## src/rtl/acc_pkg.sv

```systemverilog
// Shared types and constants for the accumulator RAM read-modify-write path.
package acc_pkg;

    localparam int ACC_ADDR_W = 13;
    localparam int ACC_DATA_W = 32;
    localparam int ACC_WORDS  = 2048;

    localparam logic [ACC_DATA_W-1:0] ACC_MAX = 32'h7FFF_FFFF;
    localparam logic [ACC_DATA_W-1:0] ACC_MIN = 32'h8000_0000;

    typedef enum logic [2:0] {
        IDLE,
        READ,
        WRITE,
        FETCH,
        RDOUT
    } acc_state_e;

endpackage

```

## src/rtl/acc_add_sat.sv

```systemverilog
// Signed 32-bit adder with overflow detect and optional clamp to ACC_MAX/ACC_MIN.
module acc_add_sat
    import acc_pkg::*;
(
    input  logic [ACC_DATA_W-1:0] a,
    input  logic [ACC_DATA_W-1:0] b,
    input  logic                  sat,
    output logic [ACC_DATA_W-1:0] sum,
    output logic                  ovf
);

    logic [ACC_DATA_W:0] wide;

    // Overflow shows up as disagreement between the sign-extension bit and the result sign.
    always_comb begin
        wide = {a[ACC_DATA_W-1], a} + {b[ACC_DATA_W-1], b};
        ovf  = wide[ACC_DATA_W] ^ wide[ACC_DATA_W-1];
        sum  = wide[ACC_DATA_W-1:0];
        if (ovf && sat) begin
            sum = a[ACC_DATA_W-1] ? ACC_MIN : ACC_MAX;
        end
    end

endmodule

```

## src/rtl/acc_update.sv

```systemverilog
// Read-modify-write front end for the accumulator RAM, plus a low-priority read-out port.
module acc_update
    import acc_pkg::*;
#(
    parameter bit SATURATE = 1'b0
) (
    input  logic                  clk,
    input  logic                  rst_n,
    input  logic                  upd_valid_i,
    output logic                  upd_ready_o,
    input  logic [ACC_ADDR_W-1:0] upd_addr_i,
    input  logic [ACC_DATA_W-1:0] upd_data_i,
    input  logic                  upd_init_i,
    input  logic                  rd_valid_i,
    output logic                  rd_ready_o,
    input  logic [ACC_ADDR_W-1:0] rd_addr_i,
    output logic                  rd_valid_o,
    output logic [ACC_DATA_W-1:0] rd_data_o,
    output logic                  ovf_o,
    output logic                  busy_o,
    output logic                  ram_en_o,
    output logic                  ram_we_o,
    output logic [ACC_ADDR_W-1:0] ram_w_addr_o,
    output logic [ACC_ADDR_W-1:0] ram_r_addr_o,
    output logic [ACC_DATA_W-1:0] ram_wdata_o,
    input  logic [ACC_DATA_W-1:0] ram_rdata_i
);

    acc_state_e            state;
    logic [ACC_ADDR_W-1:0] addr_q;
    logic [ACC_DATA_W-1:0] op_q;
    logic                  init_q;
    logic                  ovf_q;

    logic                  accept_window;
    logic                  upd_fire;
    logic                  rd_fire;
    logic [ACC_DATA_W-1:0] add_sum;
    logic                  add_ovf;

    acc_add_sat u_add (
        .a   (ram_rdata_i),
        .b   (op_q),
        .sat (SATURATE),
        .sum (add_sum),
        .ovf (add_ovf)
    );

    // Updates always win; read-out only gets a slot when no update is pending.
    always_comb begin
        accept_window = (state == IDLE) || (state == WRITE) || (state == RDOUT);
        upd_ready_o   = accept_window;
        rd_ready_o    = accept_window && !upd_valid_i;
        upd_fire      = upd_valid_i && upd_ready_o;
        rd_fire       = rd_valid_i && rd_ready_o;
    end

    always_ff @(posedge clk) begin
        if (!rst_n) begin
            state  <= IDLE;
            addr_q <= '0;
            op_q   <= '0;
            init_q <= 1'b0;
            ovf_q  <= 1'b0;
        end else begin
            if (state == WRITE && !init_q && add_ovf) begin
                ovf_q <= 1'b1;
            end
            case (state)
                IDLE, WRITE, RDOUT: begin
                    if (upd_fire) begin
                        addr_q <= upd_addr_i;
                        op_q   <= upd_data_i;
                        init_q <= upd_init_i;
                        state  <= READ;
                    end else if (rd_fire) begin
                        addr_q <= rd_addr_i;
                        state  <= FETCH;
                    end else begin
                        state  <= IDLE;
                    end
                end
                READ:    state <= WRITE;
                FETCH:   state <= RDOUT;
                default: state <= IDLE;
            endcase
        end
    end

    // RAM read data arrives during WRITE/RDOUT, so the data paths are decoded from state directly.
    always_comb begin
        ram_en_o     = 1'b0;
        ram_we_o     = 1'b0;
        ram_wdata_o  = '0;
        rd_valid_o   = 1'b0;
        rd_data_o    = '0;
        case (state)
            READ, FETCH: ram_en_o = 1'b1;
            WRITE: begin
                ram_en_o    = 1'b1;
                ram_we_o    = 1'b1;
                ram_wdata_o = init_q ? op_q : add_sum;
            end
            RDOUT: begin
                rd_valid_o = 1'b1;
                rd_data_o  = ram_rdata_i;
            end
            default: ;
        endcase
        ram_w_addr_o = addr_q;
        ram_r_addr_o = addr_q;
        ovf_o        = ovf_q;
        busy_o       = (state != IDLE);
    end

endmodule

```

## config.mk

```make
export PLATFORM = sky130hd
export DESIGN_NAME = acc_update
export DESIGN_NICKNAME = d
export VERILOG_FILES = /design/src/rtl/acc_pkg.sv /design/src/rtl/acc_add_sat.sv /design/src/rtl/acc_update.sv
export SDC_FILE = /design/constraint.sdc
export NUM_CORES = 1
export LEC_CHECK = 0
export CAP_MARGIN = 5
export CORE_MARGIN = 3
export CORE_UTILIZATION = 47
export CTS_CLUSTER_SIZE = 24
export DETAILED_ROUTE_END_ITERATION = 10
export PLACE_DENSITY = 0.91
export SLEW_MARGIN = 20
export SYNTH_ARGS = -nofsm -noshare
export SYNTH_HDL_FRONTEND = slang
export SYNTH_SLANG_ARGS = --single-unit
export TNS_END_PERCENT = 20
```

## constraint.sdc

```tcl
create_clock -name clk -period 8.2 [get_ports clk]
set_input_delay 1.64 -clock clk [delete_from_list [all_inputs] [get_ports clk]]
set_output_delay 1.64 -clock clk [all_outputs]
set_load 0.05 [all_outputs]
```

==> reports/results.md <==
| Result | Value | Unit |
| --- | --- | --- |
| Status | finished clean | - |
| Antenna violations before repair | 0 | - |
| Post-CTS Repair Setup Buffers | 0 | - |
| Largest net degree at the start of global routing | 55 | - |
| CTS H-Tree Depth | 2 | - |
| Number of vias per cell after detailed routing | 5.58 | - |
| Count of vias placed by the detailed router | 5112 | - |
| Maxcap violations | 0 | - |
| Worst Max-Slew Pin Slew | 1.03 | ns |
| Layout Area Growth over Synthesis | 42.8 | % |
| Fraction of registers with async set/reset | 0 | % |
| Synth top area share | 22.2 | % |
| Detailed-route wire length | 15100 | um |
| Detailed-placement wirelength estimate | 11400 | um |
| Period utilization | 84.3 | % |
| Number of distinct standard cells referenced by the synthesized netlist | 59 | - |
| Starting Density | 48.5 | % |
| First-pass DRT Iterations | 4 | - |
| Final weighted congestion in routability-driven placement | 0.866 | - |
| Netlist area before placement | 4510 | sq um |
| CP required | 6.56 | ns |
| Total core area | 9280 | sq um |
| Leading post-synthesis cells by cell area | dfxtp_1 22%, ha_1 8.9%, nand2_1 8.8% | - |
| Arrival time of data at the critical path endpoint | 5.27 | ns |
| Worst clock skew on the final layout | 0.0117 | ns |
| Shortest period the worst path allows | 6.91 | ns |
| Synthesized area divided by synthesized cell count | 7.02 | sq um |
| TritonCTS buffer count | 5 | - |
| Routed wire length per instance | 16.5 | um |
| Tightest Hold Check Type | flip-flop to flip-flop | - |
| Antenna Violating Nets Remaining | 0 | - |
| Post-synth EDFFs | 0 | - |
| Post-Route Setup TNS | 0 | ns |
| Highest fanout seen on the critical path | 3 | - |
| Slew margin rel. | 31.1 | % |
| Wire length of the first global-routing pass | 24400 | um |
| Post-Syn Nets | 770 | - |
| TritonCTS clock tree | done | - |
| Cell count after synthesis | 642 | - |
| Peak supply drop | 91.6 | uV |
| Root Driver | clkbuf_8 | - |
| Number of instances resized during post-cts repair | 0 | - |
| Count of pins over their slew limit | 0 | - |
| Height of the die | 104 | um |
| CP startpoint kind | input pin | - |
| Port Buf Inserts | 191 | - |
| Post-synthesis sequential element count | 50 | - |
| Worst-case clock buffer depth | 2 | - |
| Maximum clock rate | 145 | MHz |
| Die Outline Area | 10800 | sq um |
| Number of failing hold endpoints at the final stage | 0 | - |
| Die Span X | 104 | um |
| Final Core Density | 69.3 | % |
| Most instantiated flip-flop cell in the synthesis netlist | dfxtp_1 | - |
| Number of clock sinks | 50 | - |
| Cell leakage power | 2.62 | nW |
| Layout cells sized above 1 | 3.68 | % |
| Number of endpoints failing setup at the final stage | 0 | - |
| Later-pin clock latency in the skew report | 0.31 | ns |
| DRC marker count from the first detailed-route iteration | 183 | - |
| GRT Residual Overflow | 0 | - |
| Setup repair after global routing missed its margin | no | - |
| Kind of end point of the critical path | output pin | - |
| Net total in the final layout | 914 | - |
| Pwr/cell area | 135 | nW/um^2 |
| Cell taking the most area after synthesis | dfxtp_1 | - |
| Number of global-route vias before repair | 5049 | - |
| Antenna diode count | 0 | - |
| Row count | 35 | - |
| Sequential-to-total area share from yosys stat | 22.2 | % |
| DRC viols | 0 | - |
| Synth Warn # | 0 | - |
| Ports placed on the boundary | 192 | - |
| CTS clk-pin slew, worst paths | 0.11 | ns |
| Post-CTS Hold Fix Bufs | 0 | - |
| Aggregate global-route resource usage | 26.6 | % |
| Path type of the worst setup path | input pin to output pin | - |
==> worst paths after layout <==
| kind | from | endpoint | slack (ns) | cells past startpoint |
|---|---|---|---|---|
| worst max-delay path | ram_rdata_i[0] | ram_wdata_o[24] | 1.29 | 13 |
| worst min-delay path | ovf_o$_SDFFE_PN0P_ | ovf_o$_SDFFE_PN0P_ | 0.49 | 1 |
| worst min register to register | ovf_o$_SDFFE_PN0P_ | ovf_o$_SDFFE_PN0P_ | 0.49 | 1 |
| worst max register to register | state[2]$_SDFF_PN0_ | ovf_o$_SDFFE_PN0P_ | 5.46 | 5 |
==> placed cells by master, fill, tap and decap left out, drive strengths merged, types with 5 or more instances in the layout <==
cell / n
ha: 32
o21ai: 54
a21boi: 34
clkbuf: 5
clkdlybuf4s50: 191
o21bai: 5
inv: 11
o21a: 8
a21oi: 50
and3: 36
xnor2: 16
mux2i: 8
nor2: 75
a21o: 10
dfxtp: 50
xor2: 10
nor3: 8
a211oi: 9
nand2: 106
nand3: 16
==> critical path, cell delays in order <==
cell             delay (ns)
clkdlybuf4s50_1        0.43
ha_1                   0.26
fa_1                   0.43
a211oi_1               0.32
o211ai_1               0.17
nand3_1                0.12
nand2_1                0.13
a31oi_1                0.43
o21ai_1                0.13
a21oi_1                0.19
nand4b_1               0.12
nand3_1                0.11
clkdlybuf4s50_1        0.80
==> registers in the layout (all words and copies together) (netlist names) <==
| signal | flops |
|---|---|
| init_q | 1 |
| ovf_o | 1 |
| op_q | 32 |
| state | 3 |
| ram_r_addr_o | 13 |
==> cells by family after synthesis <==
kind of cell               Yosys count  share of synthesized area [%]
and+or+nand+nor                    262                           26.1
AOI/OAI and AO/OA                  196                           28.4
buffers and inverters               66                           6.89
DFF                                 50                           22.2
adders and majority gates           33                           9.33
xor gates and xnor gates            26                           5.05
muxes                                9                           2.03
==> cell type report <==
type,instances,area (sq um)
repair buffers,193,1930
inverters,10,37.5
multi-input cells,526,3210
clock buffers,5,68.8
well taps,129,161
clock inverters,3,28.8
fillers,762,2850
flip-flops and latches,50,1000
==> cell usage after synthesis, drive strengths merged, types with 3 or more instances <==
cell and number:
a211oi 9, a21boi 34, a21o 10, a21oi 50
a31oi 3, and3 36, buf 21, clkbuf 35
dfxtp 50, ha 32, inv 10, mux2i 8
nand2 106, nand2b 3, nand3 16, nand4 3
nor2 75, nor3 8, o21a 8, o21ai 54
o21bai 5, o41ai 3, or3 3, or4 3
xnor2 16, xor2 10
==> power breakdown <==
part           switching, mW  internal, mW  total (mW)
Combinational          0.257         0.167       0.424
Clock                 0.0968        0.0636       0.160
Sequential            0.0219         0.261       0.283
==> per-stage QoR <==
step | instance area, sq um | worst slack [ns] | power [mW] | instances | hold WS [ns]
finish | 6430 | 1.29 | 0.867 | 916 | 0.494
detailed placement | 6330 | 1.30 | 0.708 | 908 | 0.461
floorplan | 4510 | 2.18 | 0.568 | 642 | 0.460
CTS | 6430 | 1.30 | 0.867 | 916 | 0.492
global placement | 6330 | 1.34 | 0.701 | 908 | 0.457
global route | 6430 | 1.08 | 0.916 | 916 | 0.510
==> layer usage <==
metal  vias up  share of wire (%)  GRT usage, %
met4         0                1.7          6.27
met2       179                 50          48.9
met1      2373                 43          32.1
met5         -                  0             0
li1       2536                  -             -
met3        24                5.5          4.66
No activity file was read; power rests on OpenSTA's default activity.
